--- src/rtl/wb_regfile_pkg.sv ---
// Shared register-file definitions: widths, reset/write polarities and the
// bubble triple loaded into the MEM/WB stages on reset, flush or stall.
package wb_regfile_pkg;

  localparam int RegWidth     = 32;
  localparam int RegAddrWidth = 5;
  localparam int RegNum       = 32;

  localparam logic RstEnable   = 1'b1;
  localparam logic WriteEnable = 1'b1;

  typedef logic [RegWidth-1:0]     RegBus;
  typedef logic [RegAddrWidth-1:0] RegAddrBus;

  localparam RegBus     ZeroWord   = '0;
  localparam RegAddrBus NOPRegAddr = '0;

  typedef struct packed {
    logic      we;
    RegAddrBus addr;
    RegBus     data;
  } wr_triple_t;

  localparam wr_triple_t BubbleTriple = '{we: 1'b0, addr: NOPRegAddr, data: ZeroWord};

endpackage

--- src/rtl/wb_regfile_regfile.sv ---
// General register array with synchronous write, single-cycle reset clear and
// two combinational read ports that bypass the value being written this cycle.
module regfile
  import wb_regfile_pkg::*;
#(
  parameter int DATA_W = RegWidth,
  parameter int ADDR_W = RegAddrWidth,
  parameter int NREG   = RegNum
) (
  input  logic              clk,
  input  logic              rst,
  input  logic              we_i,
  input  logic [ADDR_W-1:0] waddr_i,
  input  logic [DATA_W-1:0] wdata_i,
  input  logic              re1_i,
  input  logic [ADDR_W-1:0] raddr1_i,
  output logic [DATA_W-1:0] rdata1_o,
  input  logic              re2_i,
  input  logic [ADDR_W-1:0] raddr2_i,
  output logic [DATA_W-1:0] rdata2_o
);

  logic [DATA_W-1:0] regs_q [NREG];
  logic              wr_en;

  assign wr_en = (we_i == WriteEnable) && (waddr_i != ADDR_W'(NOPRegAddr));

  always_ff @(posedge clk) begin
    if (rst == RstEnable) begin
      for (int i = 0; i < NREG; i++) begin
        regs_q[i] <= '0;
      end
    end else if (wr_en) begin
      regs_q[waddr_i] <= wdata_i;
    end
  end

  // A write landing this cycle is returned directly so readers never see stale data.
  function automatic logic [DATA_W-1:0] read_port(input logic re, input logic [ADDR_W-1:0] raddr);
    if ((rst == RstEnable) || !re || (raddr == ADDR_W'(NOPRegAddr))) begin
      return DATA_W'(ZeroWord);
    end else if (wr_en && (waddr_i == raddr)) begin
      return wdata_i;
    end else begin
      return regs_q[raddr];
    end
  endfunction

  always_comb begin
    rdata1_o = read_port(re1_i, raddr1_i);
    rdata2_o = read_port(re2_i, raddr2_i);
  end

endmodule

--- src/rtl/wb_regfile.sv ---
// Write-back end of the EX result path: MEM and WB pipeline registers feeding
// the register array, with EX/MEM forwarding layered over the array's WB bypass.
module wb_regfile
  import wb_regfile_pkg::*;
#(
  parameter int DATA_W = RegWidth,
  parameter int ADDR_W = RegAddrWidth,
  parameter int NREG   = RegNum
) (
  input  logic              clk,
  input  logic              rst,
  input  logic [ADDR_W-1:0] ex_waddr_i,
  input  logic              ex_we_i,
  input  logic [DATA_W-1:0] ex_wdata_i,
  input  logic              stall_i,
  input  logic              flush_i,
  input  logic              re1_i,
  input  logic [ADDR_W-1:0] raddr1_i,
  output logic [DATA_W-1:0] rdata1_o,
  input  logic              re2_i,
  input  logic [ADDR_W-1:0] raddr2_i,
  output logic [DATA_W-1:0] rdata2_o,
  output logic              wb_we_o,
  output logic [ADDR_W-1:0] wb_waddr_o,
  output logic [DATA_W-1:0] wb_wdata_o
);

  logic              mem_we_q,    mem_we_d;
  logic [ADDR_W-1:0] mem_waddr_q, mem_waddr_d;
  logic [DATA_W-1:0] mem_wdata_q, mem_wdata_d;
  logic              wb_we_q,     wb_we_d;
  logic [ADDR_W-1:0] wb_waddr_q,  wb_waddr_d;
  logic [DATA_W-1:0] wb_wdata_q,  wb_wdata_d;
  logic [DATA_W-1:0] rf_rdata1,   rf_rdata2;

  // Flush beats stall: a held MEM entry is discarded rather than kept.
  always_comb begin
    mem_we_d    = mem_we_q;
    mem_waddr_d = mem_waddr_q;
    mem_wdata_d = mem_wdata_q;
    if ((rst == RstEnable) || flush_i) begin
      mem_we_d    = BubbleTriple.we;
      mem_waddr_d = ADDR_W'(BubbleTriple.addr);
      mem_wdata_d = DATA_W'(BubbleTriple.data);
    end else if (!stall_i) begin
      mem_we_d    = ex_we_i;
      mem_waddr_d = ex_waddr_i;
      mem_wdata_d = ex_wdata_i;
    end
  end

  always_comb begin
    wb_we_d    = mem_we_q;
    wb_waddr_d = mem_waddr_q;
    wb_wdata_d = mem_wdata_q;
    if ((rst == RstEnable) || flush_i || stall_i) begin
      wb_we_d    = BubbleTriple.we;
      wb_waddr_d = ADDR_W'(BubbleTriple.addr);
      wb_wdata_d = DATA_W'(BubbleTriple.data);
    end
  end

  always_ff @(posedge clk) begin
    mem_we_q    <= mem_we_d;
    mem_waddr_q <= mem_waddr_d;
    mem_wdata_q <= mem_wdata_d;
    wb_we_q     <= wb_we_d;
    wb_waddr_q  <= wb_waddr_d;
    wb_wdata_q  <= wb_wdata_d;
  end

  regfile #(
    .DATA_W (DATA_W),
    .ADDR_W (ADDR_W),
    .NREG   (NREG)
  ) u_regfile (
    .clk      (clk),
    .rst      (rst),
    .we_i     (wb_we_q),
    .waddr_i  (wb_waddr_q),
    .wdata_i  (wb_wdata_q),
    .re1_i    (re1_i),
    .raddr1_i (raddr1_i),
    .rdata1_o (rf_rdata1),
    .re2_i    (re2_i),
    .raddr2_i (raddr2_i),
    .rdata2_o (rf_rdata2)
  );

  // Youngest producer first: EX, then MEM, then whatever the array port resolved.
  function automatic logic [DATA_W-1:0] forward(input logic re, input logic [ADDR_W-1:0] raddr,
                                                input logic [DATA_W-1:0] rf_data);
    if ((rst == RstEnable) || !re || (raddr == ADDR_W'(NOPRegAddr))) begin
      return DATA_W'(ZeroWord);
    end else if ((ex_we_i == WriteEnable) && (ex_waddr_i == raddr)) begin
      return ex_wdata_i;
    end else if ((mem_we_q == WriteEnable) && (mem_waddr_q == raddr)) begin
      return mem_wdata_q;
    end else begin
      return rf_data;
    end
  endfunction

  always_comb begin
    rdata1_o = forward(re1_i, raddr1_i, rf_rdata1);
    rdata2_o = forward(re2_i, raddr2_i, rf_rdata2);
  end

  assign wb_we_o    = wb_we_q;
  assign wb_waddr_o = wb_waddr_q;
  assign wb_wdata_o = wb_wdata_q;

endmodule

--- config.mk ---
export PLATFORM = sky130hd
export DESIGN_NAME = wb_regfile
export DESIGN_NICKNAME = d
export VERILOG_FILES = /design/src/rtl/wb_regfile_pkg.sv /design/src/rtl/wb_regfile_regfile.sv /design/src/rtl/wb_regfile.sv
export SDC_FILE = /design/constraint.sdc
export NUM_CORES = 2
export LEC_CHECK = 0
export ABC_CLOCK_PERIOD_IN_PS = 3040
export BUFFER_PORTS_ARGS = -buffer_cell sky130_fd_sc_hd__buf_2
export CORE_MARGIN = 5
export CORE_UTILIZATION = 46
export CTS_BUF_LIST = sky130_fd_sc_hd__clkbuf_16
export DETAILED_ROUTE_END_ITERATION = 16
export GPL_ROUTABILITY_DRIVEN = 0
export GPL_TIMING_DRIVEN = 0
export PLACE_DENSITY_LB_ADDON = 0.08
export RECOVER_POWER = 100
export SETUP_SLACK_MARGIN = 0.4
export SYNTH_ARGS = -nofsm -noshare
export SYNTH_HDL_FRONTEND = slang
export SYNTH_SLANG_ARGS = --single-unit
--- constraint.sdc ---
create_clock -name clk -period 3.04 [get_ports clk]
set_clock_uncertainty 0.2 [all_clocks]
set_input_delay 0.304 -clock clk [delete_from_list [all_inputs] [get_ports clk]]
set_output_delay 0.304 -clock clk [all_outputs]
set_load 0.05 [all_outputs]
Yosys cells after proc, flatten, opt, wreduce, memory -nomap -nowiden

Memories as Yosys holds them, arrays and structs flattened.
Index checks and enable logic that the tools add are counted.

Add/subtract/negate cells: 0
Multiply operators: 0
Divide/modulo/power cells: 0
$lt $le $gt $ge: 0
Eq/ne operators: 6
Shift operators: 0
Mux-type cells: 16
Bitwise operators: 0
Reduce and logical (&&, ||, !) cells: 19

Operator list:

| cell                | number |
|---|---|
| two-way mux 32 bit  | 9 |
| OR reduction 32 bit | 1 |
| == test 5 bit       | 6 |
| zero test 5 bit     | 2 |
| logical AND 1 bit   | 7 |
| logical OR 1 bit    | 6 |
| two-way mux 1 bit   | 6 |
| two-way mux 5 bit   | 1 |
| nonzero test 5 bit  | 1 |
| zero test 1 bit     | 2 |

Register bits: 76
Latch bits: 0
Memory bits (writable): 1024
ROM bits: 0
Bits of input ports: 54
Output and inout port bits: 102
Word-level logic and storage cells: 48
Memories: 1

Memories:

| name             | words | bits a word | rd ports | clocked after Yosys merged registers in | write ports | line                     | source |
|---|---|---|---|---|---|---|---|
| u_regfile.regs_q | 32    | 32          | 2        | 0                                       | 32          | wb_regfile_regfile.sv:23 | `logic [DATA_W-1:0] regs_q [NREG];` |

Depth between registers and ports, before layout

Depth after elaboration: 7
Gate-level depth with buffers: 10
Depth with buffers taken out: 6

Cells and area by module

A second synthesis with hierarchy kept.

Cell total of the unflattened synthesis: 4356
Area total of the unflattened synthesis: 59558.4 um2

By module, submodules not included:

| module     | instances | cells an instance | area an instance (um2) | sequential area each (um2) |
|---|---|---|---|---|
| regfile    | 1         | 3774              | 54935.2                | 30749.5 |
| wb_regfile | 1         | 582               | 4623.2                 | 1521.5 |

Worst setup path before layout

OpenSTA, ideal clock, no wires.

Path type: flip-flop to output port
From: register wb_waddr_q[3] (netlist: wb_waddr_o[3])
To: output rdata1_o[10]
Arrival time: 3.279 ns
Required time: 2.536 ns
Setup slack: -0.743 ns
Cell stages (with the launch flop): 9
Buffers on the path: 2
Cells stage by stage: dfxtp_1 > buf_4 > or3_4 > o31a_1 > nand4_2 > buf_2 > o21a_1 > a211oi_1 > nor4_1

Longest elaborated chain between the ends: 7
Elaborated cells between the ends (all ways): 8
Classes of those cells: 1 x eq/ne; 4 x mux; 3 x reduce/logical

Ends and longest elaborated chain:

| what                   | line                     | source |
|---|---|---|
| from (decl)            | wb_regfile.sv:32         | `logic [ADDR_W-1:0] wb_waddr_q, wb_waddr_d;` |
| from (signal assigned) | wb_regfile.sv:68         | `wb_waddr_q <= wb_waddr_d;` |
| nonzero test 5 bit     | wb_regfile_regfile.sv:26 | `assign wr_en = (we_i == WriteEnable) && (waddr_i != ADDR_W'(NOPRegAddr));` |
| logical AND 1 bit      | wb_regfile_regfile.sv:26 |  |
| logical AND 1 bit *    | wb_regfile_regfile.sv:42 | `end else if (wr_en && (waddr_i == raddr)) begin` |
| two-way mux 32 bit *   | wb_regfile_regfile.sv:42 |  |
| two-way mux 32 bit *   | wb_regfile.sv:97         | `end else if ((mem_we_q == WriteEnable) && (mem_waddr_q == raddr)) begin` |
| two-way mux 32 bit *   | wb_regfile.sv:95         | `end else if ((ex_we_i == WriteEnable) && (ex_waddr_i == raddr)) begin` |
| two-way mux 32 bit *   | wb_regfile.sv:93         | `if ((rst == RstEnable) \|\| !re \|\| (raddr == ADDR_W'(NOPRegAddr))) begin` |
| to (decl)              | wb_regfile.sv:19         | `output logic [DATA_W-1:0] rdata1_o,` |

Every way passes the cells marked *; elsewhere a longest branch is shown, timed or not.

Worst setup path after layout

From: input raddr1_i[1]
To: output rdata1_o[15]

Longest elaborated chain between the ends: 6
Elaborated cells between the ends (all ways): 13
Classes of those cells: 3 x eq/ne; 4 x mux; 5 x reduce/logical; 1 x memory

Ends and longest elaborated chain:

| what                                                                         | line             | source |
|---|---|---|
| from (decl)                                                                  | wb_regfile.sv:18 | `input logic [ADDR_W-1:0] raddr1_i,` |
| parallel branches: the longest is 5 deep, another holds memory (32 x 32 bit) | n/a              |  |
| two-way mux 32 bit *                                                         | wb_regfile.sv:93 |  |

Mark *: on every way between the ends.

==> metrics.csv <==
metric;value;unit
main combinational cell family by area after synthesis;multiplexers;
maximum vdd drop;0.6447;mV
Clk pin slew, worst setup/hold paths;0.06;ns
post-synthesis register bit count;1100;
std cell rows;131;
Mapped Cells;4172;
WL final;282.9;mm
crit path DAT;3.49;ns
clock latency on the worst-skew pair;0.80;ns
Post-synth EDFFs;1024;
fmax;250.1;MHz
share of the synthesized area in the top cell type;0.5207;
Initial Util;0.4631;
Max FO, Critical Path;10;
Startpoint Class;input port;
core area;0.1275;mm²
Final ANT Viol Nets;0;
Final min period;3.998;ns
CTS tree;done;
Max Slew Vio Count;40;
drt first pass iters;12;
clock share of power;0.409;
Synth Area in Adders;0;
Worst Setup Path Type;input port to output port;
Compound-Gate Fraction of Synth Area;0.06377;
Top Ports;156;
Vias;45110;
status;finished with violations;
sequential-to-total area share from yosys stat;0.5465;
initial antenna violation count;19;
# nets final;4729;
Max Buffers Root-to-Sink;3;
H-Tree Depth;4;
post-synthesis mux area share;0.2102;
RSZ-0062 raised after global routing;yes;
Seq pwr share;0.460;
Net Sw Frac;0.2662;
met2 GRT Util;0.5717;
DRT iter0 DRCs;8317;
maxcap violations;2;
GRT overflow;0;
Layout area overhead;20.49;%
Logic pwr share;0.131;
CTS Buf Count;130;
pwr/cell area;527.4;mW/mm²
Post-Synth Simple-Gate Area;0.1400;
Total GRT Usage;0.4101;
Leak;26.27;nW
Setup-failing EPs final;1149;
top cells by area, synth;edfxtp_1, mux4_2, and2_1;
post-route insts no fill;6445;
YS warnings;0;
xor/xnor share of the synthesized area;0.004449;
met1 Track Usage GR;0.5244;
period utilization;1.315;
DR DRC count;0;
vias in the first global route;43146;
setup ws final;-0.9580;ns
number of I/O port buffers;144;
CTS Root Buffer Type;clkbuf_16;
die width;368.3;µm
DP HPWL;194.3;mm
final hold violations;0;
Int Power;27.54;mW
syn_area_per_cell;14.15;µm²
WL/cell;43.90;µm
die area;0.1356;mm²
post-DR vias/cell;6.999;
Yosys top cell by area;edfxtp_1;
placed cells;6010;
Mapped Area;0.05905;mm²
Die Height;368.3;µm
Req. time, crit path;2.54;ns
filler cell count;10443;
Sw Pwr;9.988;mW
largest net degree at the start of global routing;21;
Netlist cell types;62;
share of cells above drive strength 1;0.2979;
met3 Usage GRT;0.1743;
Hold Slack;0.1490;ns
failing checks;max-capacitance violations, max-slew violations, negative setup slack;
total power;37.53;mW
Slew @ Worst Pin;1.623;ns
Most Crowded Layer GR;met2;
normalized max-slew margin;-0.08230;
Worst Setup End Kind;output port;
first-pass GRT wire length;372.4;mm
ys async rst share;0;
clk sink count;1100;
HP Class;input port to register;
predominant post-synthesis flop cell;edfxtp_1;
worst max-delay path, cell delays in order:
cell and delay (ns):
buf_2 0.36, buf_6 0.26, inv_2 0.18, clkdlybuf4s15_1 0.94, mux2_2 0.66, o211ai_1 0.20, nand4_1 0.14, o2111a_2 0.24
buf_8 0.18
worst paths after layout:
kind              startpoint                       end  slack [ns]  depth (start not counted)
max              raddr1_i[1]              rdata1_o[15]       -0.96                          9
min           ex_wdata_i[24]           mem_wdata_q[24]        0.15                          4
min reg2reg  mem_wdata_q[15]            wb_wdata_o[15]        0.29                          2
max reg2reg          wb_we_o  u_regfile.regs_q[23][14]       -0.40                          5
cell usage in the layout (no fill, tap or decap), types with 41 or more instances in the layout:
cell type	n
clkbuf_1	162
and2_1	1005
clkbuf_16	141
or2_4	58
nand2_1	130
mux2i_1	212
clkbuf_2	130
buf_12	68
a22oi_1	79
dfxtp_1	71
buf_6	60
buf_4	94
inv_1	46
edfxtp_1	1024
o21ai_0	48
nor2_1	98
buf_2	108
mux4_2	442
dlygate4sd3_1	41
registers in the layout (all words and copies together) (netlist names):
name / count
mem_waddr_q: 5
mem_wdata_q: 32
wb_wdata_o: 32
wb_waddr_o: 5
mem_we_q: 1
wb_we_o: 1
u_regfile.regs_q: 1024
logic make-up (layout without fill, tap and decap cells):
group	count (synthesis)	after routing
muxes	684	684
AOI/OAI and AO/OA	489	489
DFF	1100	1100
buffers and inverters	452	992
and+or+nand+nor	1416	1447
xor gates and xnor gates	30	30
other	1	41
power by group through the flow:
stage / Sequential, mW / Clock, mW / Combinational (mW)
3_3_place_gp: 17.6 / 0 / 4.08
2_1_floorplan: 17.5 / 0 / 2.40
5_1_grt: 17.3 / 15.9 / 4.89
3_5_place_dp: 17.6 / 0 / 4.10
4_1_cts: 17.2 / 15.3 / 4.60
6_report: 17.3 / 15.3 / 4.93
Yosys cell counts (33+ instances only):
cell type  number
and2_1       1030
edfxtp_1     1024
mux4_2        442
clkbuf_1      281
mux2i_1       212
nand2_1       133
nor2_1        109
buf_2         107
a22oi_1        79
dfxtp_1        76
o21ai_0        55
a21oi_1        42
a211oi_1       34
a22o_1         34
o211ai_1       34
o21ai_1        33
per-stage QoR:
step | util | setup WS [ns] | cell area, µm² | setup TNS, ns
after floorplan | - | 0.3048 | 59670 | 0
after detailed placement | 0.4901 | -1.773 | 62490 | -763.83
after global placement | 0.4899 | -1.756 | 62470 | -736.43
after CTS | 0.5524 | -0.8384 | 70440 | -46.54
after global routing | 0.5579 | -0.8425 | 71140 | -126.62
final | 0.5580 | -0.9580 | 71160 | -220.24
per-layer routing:
layer,part of all wire,wire [µm]
met2,0.41,115200
met1,0.35,99640
met5,0.0017,486
met3,0.15,43780
met4,0.084,23810
area by class of cell:
cell class / instances / area (µm²) / share of cell area
Antenna cell: 9 / 22.52 / 0.0003165
Buffer: 445 / 2698 / 0.03791
Clock buffer: 141 / 3528 / 0.04959
Clock inverter: 90 / 521.8 / 0.007333
Inverter: 6 / 22.52 / 0.0003165
Multi-Input combinational cell: 2682 / 26550 / 0.3731
Sequential cell: 1100 / 32280 / 0.4537
Tap cell: 1662 / 2079 / 0.02922
Timing Repair Buffer: 310 / 3451 / 0.04850
timing repair:
action	CTS	global route
endpoints found under the setup margin	1995	1155
resized for setup	524	273
buffers inserted	85	30
hold buffers	41	0
gates cloned	40	0
pin swaps	51	41
hold endpoints to repair	40	0
No activity file was read; power rests on OpenSTA's default activity.
